## config.mk

```make
export PLATFORM = sky130hd
export DESIGN_NAME = mosi_command_sequencer
export DESIGN_NICKNAME = d
export VERILOG_FILES = /design/src/rtl/mosi_seq_pkg.sv /design/src/rtl/spi_word_tx.sv /design/src/rtl/mosi_command_sequencer.sv
export SDC_FILE = /design/constraint.sdc
export NUM_CORES = 1
export LEC_CHECK = 0
export ABC_AREA = 1
export CORE_MARGIN = 10
export CORE_UTILIZATION = 40
export CTS_CLUSTER_DIAMETER = 80
export DETAILED_ROUTE_END_ITERATION = 16
export PLACE_DENSITY = 0.64
export SYNTH_ARGS = -nofsm -noshare
export SYNTH_HDL_FRONTEND = slang
export SYNTH_SLANG_ARGS = --single-unit
export TNS_END_PERCENT = 100
```

## constraint.sdc

```tcl
create_clock -name clk -period 1.86 [get_ports clk]
set_input_delay 0.372 -clock clk [delete_from_list [all_inputs] [get_ports clk]]
set_output_delay 0.372 -clock clk [all_outputs]
set_load 0.05 [all_outputs]
```

## src/rtl/mosi_seq_pkg.sv

```systemverilog
// Shared types and default widths for the MOSI command sequencer.
package mosi_seq_pkg;

  localparam int ADDR_W_DEF = 10;
  localparam int CMD_W_DEF  = 16;

  // The top walks IDLE/FETCH/LOAD; the word transmitter walks SETUP..GAP.
  typedef enum logic [2:0] {
    IDLE,
    FETCH,
    LOAD,
    SETUP,
    SHIFT,
    HOLD,
    GAP
  } state_t;

endpackage

```

## src/rtl/spi_word_tx.sv

```systemverilog
// SPI mode-0 word transmitter: frames one command word MSB-first with
// chip-select setup, hold and inter-frame gap, each CLK_DIV clocks long.
module spi_word_tx
  import mosi_seq_pkg::*;
#(
  parameter int CMD_W   = CMD_W_DEF,
  parameter int CLK_DIV = 4
) (
  input  logic             clk,
  input  logic             reset,
  input  logic             load,
  input  logic [CMD_W-1:0] word,
  output logic             cs_n,
  output logic             sclk,
  output logic             mosi,
  output logic             done
);

  localparam int HW = $clog2(CLK_DIV + 1);
  localparam int BW = $clog2(CMD_W + 1);

  localparam logic [HW-1:0] HALF_LAST = HW'(CLK_DIV - 1);
  // Count value one before the last GAP clock, so the registered done
  // lands exactly on that last clock.
  localparam logic [HW-1:0] DONE_AT   = HW'(CLK_DIV - 2);
  localparam logic [BW-1:0] BIT_LAST  = BW'(CMD_W - 1);

  state_t           state;
  logic [HW-1:0]    half_cnt;
  logic [BW-1:0]    bit_cnt;
  // Holds the bits still to be sent, left-aligned; the bit on the wire
  // lives in mosi, so the register already excludes it.
  logic [CMD_W-1:0] shift_reg;

  // Frame sequencer: counts half-periods, toggles sclk and shifts on falls.
  always_ff @(posedge clk) begin
    if (reset) begin
      state     <= IDLE;
      half_cnt  <= '0;
      bit_cnt   <= '0;
      shift_reg <= '0;
      cs_n      <= 1'b1;
      sclk      <= 1'b0;
      mosi      <= 1'b0;
      done      <= 1'b0;
    end else begin
      // NOTE: every register here uses <= so all of them update from the
      // same pre-edge values; a blocking = would leak new values forward.
      done <= 1'b0;
      case (state)
        SETUP: begin
          if (half_cnt == HALF_LAST) begin
            state    <= SHIFT;
            half_cnt <= '0;
            bit_cnt  <= '0;
          end else begin
            half_cnt <= half_cnt + 1'b1;
          end
        end
        SHIFT: begin
          if (half_cnt == HALF_LAST) begin
            half_cnt <= '0;
            if (!sclk) begin
              sclk <= 1'b1;
            end else begin
              // End of the high phase: data advances on the falling edge.
              sclk              <= 1'b0;
              {mosi, shift_reg} <= {shift_reg, 1'b0};
              if (bit_cnt == BIT_LAST) begin
                state   <= HOLD;
                bit_cnt <= '0;
              end else begin
                bit_cnt <= bit_cnt + 1'b1;
              end
            end
          end else begin
            half_cnt <= half_cnt + 1'b1;
          end
        end
        HOLD: begin
          if (half_cnt == HALF_LAST) begin
            state    <= GAP;
            half_cnt <= '0;
            cs_n     <= 1'b1;
            done     <= (CLK_DIV == 1);
          end else begin
            half_cnt <= half_cnt + 1'b1;
          end
        end
        GAP: begin
          if (half_cnt == HALF_LAST) begin
            state    <= IDLE;
            half_cnt <= '0;
          end else begin
            half_cnt <= half_cnt + 1'b1;
            done     <= (half_cnt == DONE_AT);
          end
        end
        // NOTE: a default arm keeps the case complete, so no state value
        // can leave a register without a defined next value.
        default: begin
          if (load) begin
            state     <= SETUP;
            half_cnt  <= '0;
            bit_cnt   <= '0;
            shift_reg <= {word[CMD_W-2:0], 1'b0};
            cs_n      <= 1'b0;
            sclk      <= 1'b0;
            mosi      <= word[CMD_W-1];
          end
        end
      endcase
    end
  end

endmodule

```

## src/rtl/mosi_command_sequencer.sv

```systemverilog
// Walks the MOSI command RAM from address 0 to max_index, fetching each
// word over the synchronous read port and handing it to the SPI transmitter.
module mosi_command_sequencer
  import mosi_seq_pkg::*;
#(
  parameter int ADDR_W  = ADDR_W_DEF,
  parameter int CMD_W   = CMD_W_DEF,
  parameter int CLK_DIV = 4
) (
  input  logic              clk,
  input  logic              reset,
  input  logic              start,
  input  logic              stop,
  input  logic              loop_en,
  input  logic [ADDR_W-1:0] max_index,
  output logic [ADDR_W-1:0] ram_addr,
  input  logic [CMD_W-1:0]  ram_data,
  output logic              busy,
  output logic [ADDR_W-1:0] cmd_index,
  output logic              cs_n,
  output logic              sclk,
  output logic              mosi,
  output logic              cmd_done,
  output logic              seq_done
);

  state_t            state;
  logic [ADDR_W-1:0] max_idx;
  logic              stop_seen;
  logic              tx_load;

  // RAM data is valid during LOAD, so the transmitter takes it on that edge.
  assign tx_load = (state == LOAD);

  spi_word_tx #(
    .CMD_W   (CMD_W),
    .CLK_DIV (CLK_DIV)
  ) u_tx (
    .clk   (clk),
    .reset (reset),
    .load  (tx_load),
    .word  (ram_data),
    .cs_n  (cs_n),
    .sclk  (sclk),
    .mosi  (mosi),
    .done  (cmd_done)
  );

  // Address sequencing, loop/stop decisions and the busy/seq_done flags.
  always_ff @(posedge clk) begin
    if (reset) begin
      state     <= IDLE;
      ram_addr  <= '0;
      cmd_index <= '0;
      max_idx   <= '0;
      stop_seen <= 1'b0;
      busy      <= 1'b0;
      seq_done  <= 1'b0;
    end else begin
      seq_done <= 1'b0;
      if (state != IDLE && stop) begin
        stop_seen <= 1'b1;
      end
      case (state)
        IDLE: begin
          if (start) begin
            ram_addr  <= '0;
            max_idx   <= max_index;
            busy      <= 1'b1;
            // A stop arriving with the start still allows one command.
            stop_seen <= stop;
            state     <= FETCH;
          end
        end
        FETCH: begin
          state <= LOAD;
        end
        LOAD: begin
          cmd_index <= ram_addr;
          state     <= SETUP;
        end
        default: begin
          // The transmitter owns the frame; wait for its last GAP clock.
          if (cmd_done) begin
            if (stop_seen || stop) begin
              state     <= IDLE;
              busy      <= 1'b0;
              seq_done  <= 1'b1;
              stop_seen <= 1'b0;
            end else if (cmd_index != max_idx) begin
              ram_addr <= cmd_index + 1'b1;
              state    <= FETCH;
            end else if (loop_en) begin
              ram_addr <= '0;
              state    <= FETCH;
            end else begin
              state     <= IDLE;
              busy      <= 1'b0;
              seq_done  <= 1'b1;
              stop_seen <= 1'b0;
            end
          end
        end
      endcase
    end
  end

endmodule
```

* Word level (Yosys, flattened, before mapping)
Cells that the tools add are included.
Operators by class: mux-type cells 59, bitwise operators 6, add/subtract/negate cells 3, reductions and logical operators 28, eq/ne operators 20
Operators with widths (number):
- 2-to-1 mux 10 bit | 5
- 2-to-1 mux 16 bit | 3
- 2-to-1 mux 3 bit | 12
- one-hot mux 16 bit (2 select lines) | 1
- 2-to-1 mux 5 bit | 5
- 2-to-1 mux 1 bit | 24
- one-hot mux 10 bit (2 select lines) | 1
- one-hot mux 5 bit (3 select lines) | 1
- AND reduction 5 bit | 3
- inequality test 2 x 1 -> 1 bit, second input constant | 7
- == test 3 x 2 -> 1 bit, second input constant | 4
- one-hot mux 3 bit (4 select lines) | 1
- adder 10 x 1 -> 10 bit, second input constant | 1
- inequality test 10 bit | 1
- one-hot mux 1 bit (2 select lines) | 5
- == test 3 bit, second input constant | 3
- one-hot mux 3 bit (3 select lines) | 1
- nonzero test 3 bit | 3
- OR reduction 3 bit | 3
- nonzero test 2 bit | 4
- AND reduction 7 bit | 1
- inverter 1 bit | 6
- AND reduction 3 bit | 2
- adder 5 x 1 -> 5 bit, second input constant | 1
- 16 further kinds | 18
Word-level totals: bits of input ports 31, bits in registers 67, logic and storage cells 131, output and inout port bits 26

* Longest topological paths before layout
Gate-level depths: netlist of run 1.
word-level depth 8, gate-level depth with buffers 13, gate-level depth less buffers 13

* Cells and area by module
From an unflattened synthesis of run 1, not the netlist that was laid out.
Unflattened totals: cell total of the unflattened synthesis 505, area, all modules 3443.3 sq um
By module, submodules not included:
- mosi_command_sequencer | seq. area each 700.7 sq um, times used 1, area each 1819.2 sq um, cells each 260
- spi_word_tx | seq. area each 600.6 sq um, times used 1, area each 1624.1 sq um, cells each 245

* Worst setup path after synthesis of run 1
OpenSTA, ideal clock, no wires.
path kind reg2reg, start point reg cmd_index[5], end point reg ram_addr[8], path buffers 1, arrival time 1.777 ns, required time 1.743 ns, setup time 0.117 ns, path slack -0.034 ns, clock period less this slack 1.894 ns, cell stages (with the launch flop) 12, path through dfxtp_1 > inv_1 > or2_2 > nand3_1 > nor2_2 > nand3_1 > nand2_1 > nand2_2 > buf_6 > nand3_1 > nand2_1 > nor2_1
Between the ends: cells in the longest elaborated chain, start to end 5, elaborated cells on any way between the ends 8, those cells by class 1 x add/sub; 1 x eq/ne; 4 x mux; 2 x reduce/logical
Ends and longest elaborated chain:
- from (decl) | RTL line mosi_command_sequencer.sv:19 | output logic [ADDR_W-1:0] cmd_index,
- from (signal assigned) | RTL line mosi_command_sequencer.sv:79 | cmd_index <= ram_addr;
- adder 10 x 1 -> 10 bit / inequality test 10 bit (equally long branches) | RTL line mosi_command_sequencer.sv:91, mosi_command_sequencer.sv:90
- 2-to-1 mux 10 bit | RTL line mosi_command_sequencer.sv:90 | end else if (cmd_index != max_idx) begin
- 2-to-1 mux 10 bit | RTL line mosi_command_sequencer.sv:85 | if (stop_seen || stop) begin
- 2-to-1 mux 10 bit | RTL line mosi_command_sequencer.sv:84 | if (cmd_done) begin
- one-hot mux 10 bit (2 select lines) | RTL line mosi_command_sequencer.sv:64 | case (state)
- to (signal assigned) | RTL line mosi_command_sequencer.sv:91 | ram_addr <= cmd_index + 1'b1;
- to (decl) | RTL line mosi_command_sequencer.sv:16 | output logic [ADDR_W-1:0] ram_addr,
Parallel ways exist; a longest one is shown, timed or not. The select of a mux whose other input is x is not followed. A chain may end at the register's enable or synchronous reset.

* Final worst setup path of run 1
start point reg u_tx.half_cnt[0], end point reg u_tx.bit_cnt[3]
Between the ends: cells in the longest elaborated chain, start to end 3, elaborated cells on any way between the ends 4, those cells by class 3 x eq/ne; 1 x reduce/logical
Ends and longest elaborated chain:
- from (decl) | RTL line spi_word_tx.sv:29 | logic [HW-1:0] half_cnt;
- from (signal assigned) | RTL line spi_word_tx.sv:57 | half_cnt <= half_cnt + 1'b1;
- from (signal assigned) | RTL line spi_word_tx.sv:77 | half_cnt <= half_cnt + 1'b1;
- from (signal assigned) | RTL line spi_word_tx.sv:87 | half_cnt <= half_cnt + 1'b1;
- == test 3 x 2 -> 1 bit * | RTL line spi_word_tx.sv:52, spi_word_tx.sv:61
- inequality test 2 x 1 -> 1 bit (no source line)
- AND reduction 5 bit (no source line) *
- to (signal assigned) | RTL line spi_word_tx.sv:73 | bit_cnt <= bit_cnt + 1'b1;
- to (decl) | RTL line spi_word_tx.sv:30 | logic [BW-1:0] bit_cnt;
Mark *: on every way between the ends. The rest lies on a longest branch, timed or not.

==> results of run 1 <==
-- through the flow --
stage | total power [mW] | hold WS [ns] | setup WS, ns | area [um^2]
after detailed placement | 5.86 | 0.446 | 0.0518 | 3960
after CTS | 7.44 | 0.458 | 0.0905 | 4230
final | 7.40 | 0.455 | 0.168 | 4240
after global placement | 5.80 | 0.441 | 0.123 | 3960
after global routing | 7.99 | 0.482 | 0.00919 | 4240
after floorplan | 4.83 | 0.425 | 0.0104 | 3280
-- routing by layer --
metal | wire length (um) | GRT usage (%) | share of wire [%] | vias to the layer above
met5 | 0 | 0 | 0 | -
met4 | 98 | 3.71 | 1.2 | 0
met3 | 474 | 4.59 | 5.6 | 9
met2 | 4020 | 23.6 | 48 | 79
met1 | 3800 | 15.7 | 45 | 1421
li1 | - | - | - | 1629
-- tightest hold or removal path, cell delays in order, from the launching register on --
cell,delay [ns]
dfxtp_1,0.30
inv_1,0.06
a21oi_1,0.05
-- area by class of cell --
class | count | area share [%]
repair buffers | 72 | 15.4
multi-input cells | 322 | 40.0
flip-flops and latches | 65 | 30.9
clock buffers | 12 | 3.89
clock inverters | 4 | 2.30
well taps | 102 | 3.01
inverters | 51 | 4.51
-- logic make-up after synthesis --
kind of cell,count (synthesis),synth area share (%)
xor gates and xnor gates,7,1.87
and+or+nand+nor,219,30.7
DFF,65,39.7
buffers and inverters,68,8.85
adders and majority gates,8,3.05
AOI/OAI and AO/OA,88,15.8
-- cells in the mapped netlist, types with 2 or more instances --
master | n | share of area [%]
inv_1 | 41 | 4.7
a21oi_1 | 36 | 5.5
nor3_1 | 6 | 0.92
nand2_2 | 2 | 0.38
buf_6 | 2 | 0.69
o21ai_0 | 31 | 4.7
xor2_1 | 3 | 0.80
dfxtp_1 | 65 | 40
nand3_1 | 40 | 6.1
nor2_4 | 2 | 0.69
inv_2 | 9 | 1.0
a211oi_1 | 2 | 0.46
or2_2 | 3 | 0.57
nand2_1 | 97 | 11
nand4_1 | 7 | 1.3
clkbuf_1 | 11 | 1.3
buf_2 | 3 | 0.46
o21ai_1 | 2 | 0.31
xnor2_1 | 4 | 1.1
nor2_2 | 4 | 0.76
o211a_1 | 13 | 4.0
nor2_1 | 48 | 5.5
ha_1 | 8 | 3.1
nor3_2 | 3 | 0.92
-- path summary, 6_finish.rpt --
| check | endpoint | start | slack, ns |
|---|---|---|---|
| max | u_tx.bit_cnt[3] | u_tx.half_cnt[0] | 0.17 |
| min | u_tx.shift_reg[14] | u_tx.shift_reg[14] | 0.46 |
| max reg2reg | u_tx.bit_cnt[3] | u_tx.half_cnt[0] | 0.17 |
| min reg2reg | u_tx.shift_reg[14] | u_tx.shift_reg[14] | 0.46 |
-- power by group through the flow --
stage	sequential (mW)	clock [mW]	combinational, mW
detailed placement	2.25	0	3.61
CTS	2.22	1.59	3.63
global route	2.29	1.65	4.05
finish	2.23	1.55	3.62
global placement	2.23	0	3.56
floorplan	2.74	0	2.09
==> flow_metrics.py, run 1 <==
metrics = {
    "final_layout": {
        "multi_input_area_um2": 1700,
        "fin_nets": 560,
        "diodes": 0,
        "final_cells": 628,
        "drive_gt1_share_pct": 17.7,
        "final_common_cell": "nand2_1",
        "finish.utilization_pct": 54.1,
        "largest_reg_flops": 15,
        "final_cell_mix": "nand2_1, dfxtp_1, nor2_1",
        "area_growth_pct": 29.4,
        "seq_area_um2": 1310,
        "fill_cells": 785,
    },
    "sta": {
        "hold_violations": 0,
        "finalSetupViolCount": 0,
        "tightest_slew_ns": 0.296,
        "layout_min_cycle_time_ns": 1.69,
        "drv_slew": 0,
        "fin_skew_ns": 0.00832,
        "rsz0062_at_grt": "no",
        "finalCritPeriodShare_pct": 91.0,
        "max_freq_mhz": 591,
        "relSlewSlack_pct": 80.2,
        "setup_tns_ns": 0,
    },
    "critical_path": {
        "crit_family": "simple AND/OR/NAND/NOR gates",
        "worst_setup_path_start_kind": "flop",
        "max_stage_delay_ns": 0.38,
        "end_kind": "flop",
        "crit_buf_inv": 2,
        "path_depth": 9,
        "cp_max_fo": 7,
        "worstPathCellList": "ha_1 > inv_1 > nor2_2 > buf_4 > o21ai_1 > a21oi_1 > nand2_2 > o21ai_0 > nor3b_1",
        "critical_path_class": "reg2reg",
        "cp.arrival_ns": 1.95,
        "reg2regPathDepth": 9,
        "cp.required_ns": 2.12,
        "slowest_stage": "dfxtp_1",
    },
    "clocking": {
        "worstSkewPairLatency_ns": 0.34,
        "tritoncts": "done",
        "post-cts-setup-buffers": 0,
        "cts_buffers": 9,
        "hold_buffers": 0,
        "clock-sinks": 65,
        "clkTransAtPathRegs_ns": 0.07,
        "cts_root_buffer": "clkbuf_8",
        "cts_resized": 0,
        "clockBufferDepth": 2,
        "htree_levels": 3,
    },
    "detailed_routing": {
        "wirelength_um": 8400,
        "wl_per_cell_um": 13.4,
        "route.vias.total": 3138,
        "viasPerCell": 5.00,
        "dr.pass1.iters": 4,
        "drc_errors": 0,
        "ant_nets": 0,
        "dr.first_iter.drc_count": 130,
    },
    "power": {
        "seq_power_share_pct": 30.2,
        "pwr_density_cell_nw_per_um2": 1750,
        "p_sw_mw": 3.19,
        "p_int_mw": 4.21,
        "power.leakage_nw": 1.92,
        "combPwrFrac_pct": 48.9,
        "switching_share_pct": 43.1,
        "ir_worst_vdd_v": 0.000737,
        "pwr-share-clk_pct": 21.0,
    },
    "die": {
        "die_area_um2": 12200,
        "ios": 57,
        "rows": 32,
        "dieHeight_um": 111,
        "die_x_um": 111,
        "core_area_um2": 7850,
        "start_util_pct": 41.8,
    },
    "synthesis": {
        "synthFlopType": "dfxtp_1",
        "synth.distinct_cells": 37,
        "mappedNetlistNets": 494,
        "synth.yosys.seq_area_share_pct": 39.7,
        "synth_edf_count": 0,
        "ys_seq_elements": 65,
        "avgSynthCellArea_um2": 7.21,
        "async_flop_share_pct": 0,
        "ys.warnings.count": 0,
        "synth_area_um2": 3280,
        "netlist_instances": 455,
    },
    "min_path": {
        "holdCritPathClass": "reg2reg",
        "whs_path_depth": 2,
    },
    "placement": {
        "dpl.cell_count": 612,
        "place_congestion": 0.788,
        "place.detailed.hpwl_um": 6090,
        "io_buffers": 56,
    },
    "grt": {
        "grt_pass1_vias": 3125,
        "track_usage_pct": 13.7,
        "overflow": 0,
        "grt_max_degree": 54,
        "antenna_found_initial": 0,
        "grt_first_pass_wirelength_um": 14300,
    },
    "status": {
        "outcome": "finished clean",
    },
    "job": {
        "cap_violations": 0,
    },
}
Power figures use the tool's default switching activity.
==> inputs of run 2 (changes only) <==
--- a/config.mk
+++ b/config.mk
@@ -14,4 +14,4 @@
 export SYNTH_ARGS = -nofsm -noshare
 export SYNTH_HDL_FRONTEND = slang
 export SYNTH_SLANG_ARGS = --single-unit
-export TNS_END_PERCENT = 100
+export TNS_END_PERCENT = 50
==> results of run 2 <==
The final DEF is identical to that of run 1; final timing and power are the same.
==> inputs of run 3 (changes only) <==
--- a/config.mk
+++ b/config.mk
@@ -8,6 +8,7 @@
 export ABC_AREA = 1
 export CORE_MARGIN = 10
 export CORE_UTILIZATION = 40
+export CTS_BUF_LIST = sky130_fd_sc_hd__clkbuf_4 sky130_fd_sc_hd__clkbuf_8
 export CTS_CLUSTER_DIAMETER = 80
 export DETAILED_ROUTE_END_ITERATION = 16
 export PLACE_DENSITY = 0.64
==> results of run 3 <==
The final DEF is identical to that of run 1; final timing and power are the same.
